===== src/rtl/spi_pkg.sv =====
// Shared types and helpers for the SPI memory slave: FSM states, command
// frame field offsets and the SCLK edge-polarity decode.
package spi_pkg;

  typedef enum logic [1:0] {
    ST_IDLE  = 2'd0,
    ST_CMD   = 2'd1,
    ST_WDATA = 2'd2,
    ST_RDATA = 2'd3
  } state_t;

  // Command frame fields, counted down from the frame MSB: R/W sits at the
  // MSB, the address field starts one bit below it.
  localparam int RW_OFS   = 0;
  localparam int ADDR_OFS = 1;

  typedef struct packed {
    logic lead_rise;    // leading edge is a rising SCLK edge
    logic sample_rise;  // sample edge is a rising SCLK edge
    logic shift_rise;   // shift edge is a rising SCLK edge
  } edge_pol_t;

  // Leading edge leaves the idle level; CPHA picks which edge samples.
  function automatic edge_pol_t edge_pol(input int cpol, input int cpha);
    edge_pol_t p;
    p.lead_rise   = (cpol == 0);
    p.sample_rise = (cpha == 0) ? p.lead_rise : !p.lead_rise;
    p.shift_rise  = !p.sample_rise;
    return p;
  endfunction

endpackage


===== src/rtl/spi_edge_sync.sv =====
// Synchroniser chain for one asynchronous pin followed by a one-flop edge
// detector. Flops reset to the pin's idle level so reset never fakes an edge.
module spi_edge_sync #(
  parameter int   STAGES   = 2,
  parameter logic IDLE_VAL = 1'b0
) (
  input  logic clk,
  input  logic rst_n,
  input  logic din,
  output logic level,
  output logic rise,
  output logic fall
);

  logic [STAGES-1:0] chain;
  logic              prev;

  // Shift the pin through the chain and keep one cycle of history.
  always_ff @(posedge clk or negedge rst_n) begin
    if (!rst_n) begin
      chain <= {STAGES{IDLE_VAL}};
      prev  <= IDLE_VAL;
    end else begin
      chain[0] <= din;
      for (int i = 1; i < STAGES; i++) chain[i] <= chain[i-1];
      prev <= chain[STAGES-1];
    end
  end

  assign level = chain[STAGES-1];
  assign rise  = level & ~prev;
  assign fall  = ~level & prev;

endmodule


===== src/rtl/spi_mem_slave.sv =====
// SPI slave with an internal word-addressed memory. Frame 0 carries R/W and
// the start address; later frames are data words with address auto-increment.
// All SPI pins are synchronised into clk and handled on detected edge pulses.
module spi_mem_slave
  import spi_pkg::*;
#(
  parameter int DATA_W      = 8,
  parameter int ADDR_W      = 7,
  parameter int DEPTH       = 2**ADDR_W,
  parameter int CPOL        = 0,
  parameter int CPHA        = 0,
  parameter int SYNC_STAGES = 2
) (
  input  logic clk,
  input  logic rst_n,
  input  logic sclk,
  input  logic cs_n,
  input  logic mosi,
  output logic miso,
  output logic miso_oe,
  output logic busy
);

  localparam edge_pol_t         POL       = edge_pol(CPOL, CPHA);
  localparam int                CNT_W     = $clog2(DATA_W) + 1;
  localparam logic [CNT_W-1:0]  LAST_BIT  = CNT_W'(DATA_W - 1);
  localparam logic [ADDR_W-1:0] LAST_ADDR = ADDR_W'(DEPTH - 1);

  logic sclk_lvl, sclk_rise, sclk_fall;
  logic cs_lvl, cs_rise, cs_fall;
  logic mosi_lvl, mosi_rise, mosi_fall;
  logic sample_pulse, shift_pulse, frame_done, wr_en, rd_load, miso_q;
  state_t state, state_next;
  logic [CNT_W-1:0]  bit_cnt;
  logic [DATA_W-2:0] rx_shift;
  logic [DATA_W-1:0] rx_next, tx_shift;
  logic [ADDR_W-1:0] addr, addr_inc;
  logic [DATA_W-1:0] mem [DEPTH];

  spi_edge_sync #(.STAGES(SYNC_STAGES), .IDLE_VAL(1'(CPOL))) u_sync_sclk (
    .clk(clk), .rst_n(rst_n), .din(sclk),
    .level(sclk_lvl), .rise(sclk_rise), .fall(sclk_fall));
  spi_edge_sync #(.STAGES(SYNC_STAGES), .IDLE_VAL(1'b1)) u_sync_cs (
    .clk(clk), .rst_n(rst_n), .din(cs_n),
    .level(cs_lvl), .rise(cs_rise), .fall(cs_fall));
  spi_edge_sync #(.STAGES(SYNC_STAGES), .IDLE_VAL(1'b0)) u_sync_mosi (
    .clk(clk), .rst_n(rst_n), .din(mosi),
    .level(mosi_lvl), .rise(mosi_rise), .fall(mosi_fall));

  // Only the synchronised mosi level and the sclk/cs edges drive logic.
  logic unused_sync;
  assign unused_sync = ^{sclk_lvl, cs_lvl, mosi_rise, mosi_fall};

  assign sample_pulse = POL.sample_rise ? sclk_rise : sclk_fall;
  assign shift_pulse  = POL.shift_rise  ? sclk_rise : sclk_fall;
  assign rx_next      = {rx_shift, mosi_lvl};
  assign frame_done   = sample_pulse && (bit_cnt == LAST_BIT) && (state != ST_IDLE);
  assign wr_en        = frame_done && (state == ST_WDATA);
  assign addr_inc     = (addr == LAST_ADDR) ? '0 : addr + ADDR_W'(1);

  // State register.
  always_ff @(posedge clk or negedge rst_n) begin
    if (!rst_n) state <= ST_IDLE;
    else        state <= state_next;
  end

  // Next state; cs_n rising wins from any state after the current sample is used.
  always_comb begin
    state_next = state;
    case (state)
      ST_IDLE: if (cs_fall) state_next = ST_CMD;
      ST_CMD:  if (frame_done)
                 state_next = rx_next[DATA_W-1-RW_OFS] ? ST_RDATA : ST_WDATA;
      default: state_next = state;
    endcase
    if (cs_rise) state_next = ST_IDLE;
  end

  // Pad outputs: the pad is driven for the whole transaction, data only when reading.
  always_comb begin
    busy    = (state != ST_IDLE);
    miso_oe = (state != ST_IDLE);
    miso    = (state == ST_RDATA) ? miso_q : 1'b0;
  end

  // Bit counter, receive shifter, address pointer and read-load request.
  always_ff @(posedge clk or negedge rst_n) begin
    if (!rst_n) begin
      bit_cnt  <= '0;
      rx_shift <= '0;
      addr     <= '0;
      rd_load  <= 1'b0;
    end else begin
      rd_load <= 1'b0;
      if (state == ST_IDLE) begin
        if (cs_fall) bit_cnt <= '0;
      end else if (sample_pulse) begin
        rx_shift <= rx_next[DATA_W-2:0];
        if (frame_done) begin
          bit_cnt <= '0;
          if (state == ST_CMD) begin
            addr    <= rx_next[DATA_W-1-ADDR_OFS -: ADDR_W];
            rd_load <= rx_next[DATA_W-1-RW_OFS] && !cs_rise;
          end else if (state == ST_RDATA) begin
            rd_load <= !cs_rise;
          end else begin
            addr <= addr_inc;
          end
        end else begin
          bit_cnt <= bit_cnt + CNT_W'(1);
        end
      end
      if (rd_load) addr <= addr_inc;
    end
  end

  // Memory write port: a completed data frame lands on the clk after its last sample.
  always_ff @(posedge clk) begin
    if (wr_en) mem[addr] <= rx_next;
  end

  // TX shifter with the memory read port folded into the load. With CPHA=0
  // the MSB goes out on load and the trailing edge right after a frame's last
  // sample (bit_cnt back at 0) is skipped so it does not eat the next MSB.
  always_ff @(posedge clk or negedge rst_n) begin
    if (!rst_n) begin
      tx_shift <= '0;
      miso_q   <= 1'b0;
    end else if (state == ST_IDLE || state == ST_CMD) begin
      miso_q <= 1'b0;
    end else if (rd_load) begin
      if (CPHA == 0) begin
        miso_q   <= mem[addr][DATA_W-1];
        tx_shift <= {mem[addr][DATA_W-2:0], 1'b0};
      end else begin
        tx_shift <= mem[addr];
      end
    end else if (shift_pulse && state == ST_RDATA && ((CPHA != 0) || (bit_cnt != '0))) begin
      miso_q   <= tx_shift[DATA_W-1];
      tx_shift <= {tx_shift[DATA_W-2:0], 1'b0};
    end
  end

endmodule


===== config.mk =====
export PLATFORM = sky130hd
export DESIGN_NAME = spi_mem_slave
export DESIGN_NICKNAME = d
export VERILOG_FILES = /design/src/rtl/spi_pkg.sv /design/src/rtl/spi_edge_sync.sv /design/src/rtl/spi_mem_slave.sv
export SDC_FILE = /design/constraint.sdc
export NUM_CORES = 1
export LEC_CHECK = 0
export CELL_PAD_IN_SITES_DETAIL_PLACEMENT = 1
export CELL_PAD_IN_SITES_GLOBAL_PLACEMENT = 1
export CORE_UTILIZATION = 40
export DETAILED_ROUTE_END_ITERATION = 7
export PLACE_DENSITY = 0.75
export SYNTH_ARGS = -nofsm -noshare
export SYNTH_HDL_FRONTEND = slang
export SYNTH_SLANG_ARGS = --single-unit

===== constraint.sdc =====
create_clock -name clk -period 2.5 [get_ports clk]
set_input_delay 0.75 -clock clk [delete_from_list [all_inputs] [get_ports clk]]
set_output_delay 0.75 -clock clk [all_outputs]
set_load 0.01 [all_outputs]

# Word level (Yosys, flattened, before mapping)
# Memories as Yosys holds them, arrays and structs flattened.
# Cells that the tools add are included.
[word_totals] ff_bits=38 mem_count=1 ramBits=1024 latch_bits=0 romBits=0 in_bits=5 output_inout_bits=3
[mem_list] name="mem" depth=128 width=8 rd=1 rd_clocked_by_memory_dff=0 write_ports=1 line_no="spi_mem_slave.sv:38" source="logic [DATA_W-1:0] mem [DEPTH];"
[classes] bitwise_logic=10 n_addsub=2 n_mux=29 div_mod_pow=0 n_eq_ne=10 shifts=0 n_lt_le_gt_ge=0 n_reduce_logical=22 n_mul=0
[op_table] op="$mux 7" count=7
[op_table] op="$mux 4" count=4
[op_table] op="$mux 8" count=2
[op_table] op="$mux 1" count=12
[op_table] op="$reduce_bool 2->1" count=5
[op_table] op="$add 7x1->7 const B" count=1
[op_table] op="$eq 7x7->1 const B" count=1
[op_table] op="$logic_and 1x1->1" count=6
[op_table] op="$mux 2" count=3
[op_table] op="$ne 3x3->1 const B" count=2
[op_table] op="$not 1->1" count=6
[op_table] op="$reduce_and 2->1" count=3
[op_table] op="$reduce_bool 3->1" count=2
[op_table] op="$add 4x1->4 const B" count=1
[op_table] op="$and 1x1->1" count=4
[op_table] op="$eq 2x2->1 const B" count=2
[op_table] op="$eq 4x3->1 const B" count=1
[op_table] op="$ne 2x2->1 const B" count=2
[op_table] op="$pmux 2 s2" count=1
[op_table] op="$reduce_and 4->1" count=1
[op_table] op="$reduce_bool 4->1" count=1
[op_table] op="$ne 3x2->1 const B" count=1
[op_table] op="$reduce_and 3->1" count=1
[op_table] op="$eq 2x1->1 const B" count=1
[op_table] op="3 further kinds" count=3

# Longest topological paths before layout
[depth] ltp_word=8 ltp_mapped=12 ltp_nobuf=7

# By module
# From an unflattened synthesis, not the netlist that was laid out.
[hier_totals] cells_unflattened=2430 area_unflattened_um2=42100.4
[modules_own_cells] mod="spi_mem_slave" n_inst=1 cells_each=2415 area_each_um2=41826.4
[modules_own_cells] mod="spi_edge_sync (u_sync_mosi ...)" n_inst=2 cells_each=5 area_each_um2=90.1
[modules_own_cells] mod="spi_edge_sync (u_sync_cs)" n_inst=1 cells_each=5 area_each_um2=93.8

# Worst setup path after synthesis
# No wires, ideal clock.
[synth_path] path_type="reg-to-reg" from="reg addr[2]" to="mem mem[104][0] (enable)" arrival_ns=2.329 required_ns=2.130 setup_time_ns=0.370 n_path_buf=5 setup_slack_ns=-0.200 stages_incl_launch_ff=10 period_less_slack_ns=2.700 cell_sequence="dfrtp_1 -> buf_2 -> inv_1 -> buf_2 -> buf_2 -> clkbuf_1 -> and3_1 -> nand2_1 -> clkbuf_1 -> nor2_1"
[synth_lines] element="start: declaration" line_no="spi_mem_slave.sv:37" source="logic [ADDR_W-1:0] addr, addr_inc;"
[synth_lines] element="start signal: assignment" line_no="spi_mem_slave.sv:102" source="addr <= rx_next[DATA_W-1-ADDR_OFS -: ADDR_W];"
[synth_lines] element="start signal: assignment" line_no="spi_mem_slave.sv:107" source="addr <= addr_inc;"
[synth_lines] element="start signal: assignment" line_no="spi_mem_slave.sv:113" source="if (rd_load) addr <= addr_inc;"
[synth_lines] element="end: declaration" line_no="spi_mem_slave.sv:38"
# Straight into the memory's write port.

# Worst setup path after layout
[layout_path] from="reg addr[0]" to="reg tx_shift[3]"
[layout_between] elab_chain_cells=2
[layout_lines] element="$mem_v2 128x8"
[layout_lines] element="$mux 8" line_no="spi_mem_slave.sv:131" source="end else if (rd_load) begin"
[layout_lines] element="end signal: assignment" line_no="spi_mem_slave.sv:134" source="tx_shift <= {mem[addr][DATA_W-2:0], 1'b0};"
[layout_lines] element="end signal: assignment" line_no="spi_mem_slave.sv:136" source="tx_shift <= mem[addr];"
[layout_lines] element="end signal: assignment" line_no="spi_mem_slave.sv:140" source="tx_shift <= {tx_shift[DATA_W-2:0], 1'b0};"
[layout_lines] element="end: declaration" line_no="spi_mem_slave.sv:36" source="logic [DATA_W-1:0] rx_next, tx_shift;"
# Every way passes these cells.
# A chain may end at the register's enable or synchronous reset.

==> reports/summary.txt <==
Yosys top cell area share = 73.06%
Synth Warn # = 0
unique cell type count in the Yosys netlist = 75
multiplexer area fraction after synthesis = 9.056%
antenna viol nets, final = 0
Synth-to-Final Area Change = 27.58%
number of buffers created by CTS = 106
Synth Instances = 2443
DRC viols = 0
CP startpoint = addr[0]
total nets after synthesis = 2453
drt total wl = 146.7 mm
Post-synth EDFFs = 1024
max-slew violations = 0
worst reg-to-reg setup slack = -0.38 ns
Setup violations, final = 312
CTS Sinks = 1061
final hold violations = 0
commonest non-fill, non-tap cell in the layout = edfxtp_1
drt initial violations = 3356
status = complete, but fails checks
Setup crit end kind = register
measured slew at the worst slew-check pin = 1.260 ns
1st-pass router iterations = 5
Reg clk slew, reported paths = 0.06 ns
placed cells = 4146
Via Count = 27428
grt met2 use = 43.81%
Peak Freq = 347.5 MHz
first-pass GRT wire length = 206.8 mm
Crit path top cell by count = buf_12
CP Data Required Time = 3.09 ns
Tmin final = 2.878 ns
Die X = 326.4 um
Most used DFF post-synth = edfxtp_1
Fillers = 9618
P_leak = 0.01746 uW
met1 usage = 34.10%
GR peak layer = met2
Final Power = 42830 uW
Multi-input gate area = 10670 um^2
overall routing resource usage = 26.85%
synth top area cells = edfxtp_1 (73%), mux4_2 (3.5%), mux2_2 (2.5%)
Synth Area in Compound Gates = 9.029%
Mean Syn Cell Area = 17.23 um^2
Post-Synth Adder-Cell Area = 0.1486%
Placer Congestion = 0.9404
sequential element share of the synthesized area = 75.27%
register area = 31720 um^2
CP max FO = 11
die area = 106500 um^2
Post-layout nets = 2958
relative slew slack = 15.10%
setup TNS = -9.806 ns
initial antenna violation count = 3
row count = 118
Hold WC Path Type = in2async
capture point of the critical path = tx_shift[3]
CP max stage delay = 0.52 ns
Avg WL per Cell = 33.23 um
largest family of logic cells by synthesized area = multiplexers
Clock Latency Late Sink = 0.69 ns
GR Util met3 = 5.805%
Cell Pwr Density = 797.6 nW/um^2
RSZ-0062 raised after global routing = yes
CTS tree = done
post-route cell area = 53700 um^2
Synth Area in Simple Gates = 4.112%
fin crit share = 115.1%
PortBufs = 7
Max Cap Viol = 0
Via density = 6.214
crit path cell chain = buf_12 > buf_12 > inv_4 > buf_12 > buf_6 > buf_4 > a221oi_1 > o221ai_2 > nand4_1 > o311a_1 > a31oi_1
placed inst area = 48120 um^2
FF-to-FF path depth = 11
Clock Tree Buf Depth = 3
Reg2Reg Capture Point = tx_shift[3]
skew final = 0.02791 ns
non-filler cells, final = 4414
pin count of the biggest net entering global routing = 66
setup ws final = -0.3778 ns
slowest CP cell = dfrtp_4
CP arrival = 3.47 ns
largest area contributor in the netlist = edfxtp_1
clk root buf = clkbuf_16
core region area = 103900 um^2
Initial Utilization = 40.49%
IO Count = 8
async set or reset register ratio after synthesis = 3.487%
fraction of layout cells with a size suffix above 1 = 36.44%
H-tree levels = 3
critical path launch point type = register
Synth Area in XOR/XNOR = 0.02081%
Post-DP HPWL = 91.24 mm
Mapped Area = 42090 um^2
Synth Register Bits = 1061
failing checks = negative setup slack
RR Startpoint = addr[0]
DIE HEIGHT = 326.4 um
most frequent cells in the layout = edfxtp_1 (1024), buf_4 (395), clkbuf_16 (115)
WS Path Type = reg2reg
grt total ovfl = 0
vias in the first global route = 28521
VDD IR max = 0.9001 mV
hold_ws = 0.1464 ns
-- through the flow --
stage,util (%),setup slack (ns)
2_1_floorplan,-,-0.1236
3_3_place_gp,46.29,-0.5164
3_5_place_dp,46.29,-0.6094
4_1_cts,50.76,-0.2400
5_1_grt,51.66,-0.3385
6_report,51.66,-0.3778
-- layout make-up --
cell class	instances	area share (%)
flip-flops and latches	1061	59.08
inverters	14	0.1072
diodes	2	0.009321
clock inverters	50	0.9624
clock buffers	142	5.483
well taps	1380	3.216
repair buffers	572	11.27
multi-input cells	1193	19.87
-- critical path: cells and delay by family, from the launching register on --
family / cells / cell delay (ns)
DFF: 1 / 0.52
AOI/OAI and AO/OA: 4 / 0.96
and+or+nand+nor: 1 / 0.44
buffers and inverters: 6 / 0.83
-- where the power goes --
| part | leakage (uW) | switching, uW | internal (uW) | total (uW) |
|---|---|---|---|---|
| clock | 0.00168 | 6800 | 9340 | 16100 |
| combinational | 0.00607 | 2850 | 1300 | 4150 |
| sequential | 0.00971 | 1010 | 21500 | 22500 |
-- sequential cells by signal, summed over array words and instances (netlist names), 2 cells and up --
signal	flops
u_sync_cs.chain	2
mem	1024
addr	7
state	2
tx_shift	7
u_sync_sclk.chain	2
bit_cnt	4
u_sync_mosi.chain	2
rx_shift	7
-- per-layer routing --
metal | up-vias | part of all wire [%]
li1 | 10951 | -
met1 | 14215 | 37
met2 | 1798 | 48
met3 | 462 | 9.6
met4 | 2 | 5.6
met5 | - | 0.0089
-- cell usage after synthesis, types with 9 or more instances --
cell / number
inv_1: 13
o22ai_1: 17
nor2b_1: 14
a221oi_1: 107
a22o_1: 27
a22oi_1: 51
buf_1: 14
nand3_1: 16
mux4_1: 15
clkbuf_1: 60
o21ai_0: 88
o211ai_1: 13
mux4_2: 65
nor2_1: 202
a221o_1: 27
a21oi_1: 99
buf_4: 23
a211oi_1: 15
o221ai_1: 18
mux2i_1: 86
nand2_1: 98
buf_6: 9
dfrtp_1: 34
edfxtp_1: 1024
a31oi_1: 10
mux2_2: 95
buf_2: 67
nor3_1: 11
-- cell families after synthesis --
group           after synthesis
buf+inv                     190
compound gates              528
simple gates                395
flops                      1061
fa+ha+maj                     5
xor+xnor                      1
mux                         263
-- worst min-delay path by stage --
stage / start / endpoint
3_3_place_gp: u_sync_mosi.chain[0] / u_sync_mosi.chain[1]
6_report: rst_n / u_sync_mosi.chain[1]
5_1_grt: rst_n / u_sync_mosi.chain[1]
3_5_place_dp: u_sync_mosi.chain[0] / u_sync_mosi.chain[1]
4_1_cts: rst_n / u_sync_mosi.chain[1]
2_1_floorplan: u_sync_mosi.chain[0] / u_sync_mosi.chain[1]
-- timing repair --
item,in CTS,in global routing
setup buffers,37,26
gates cloned,9,5
resized for setup,158,142
endpoints found under the setup margin,863,470
endpoints found under the hold margin,0,0
pin swaps,26,43
hold buffers,0,0
(Power assumes the default switching activity.)
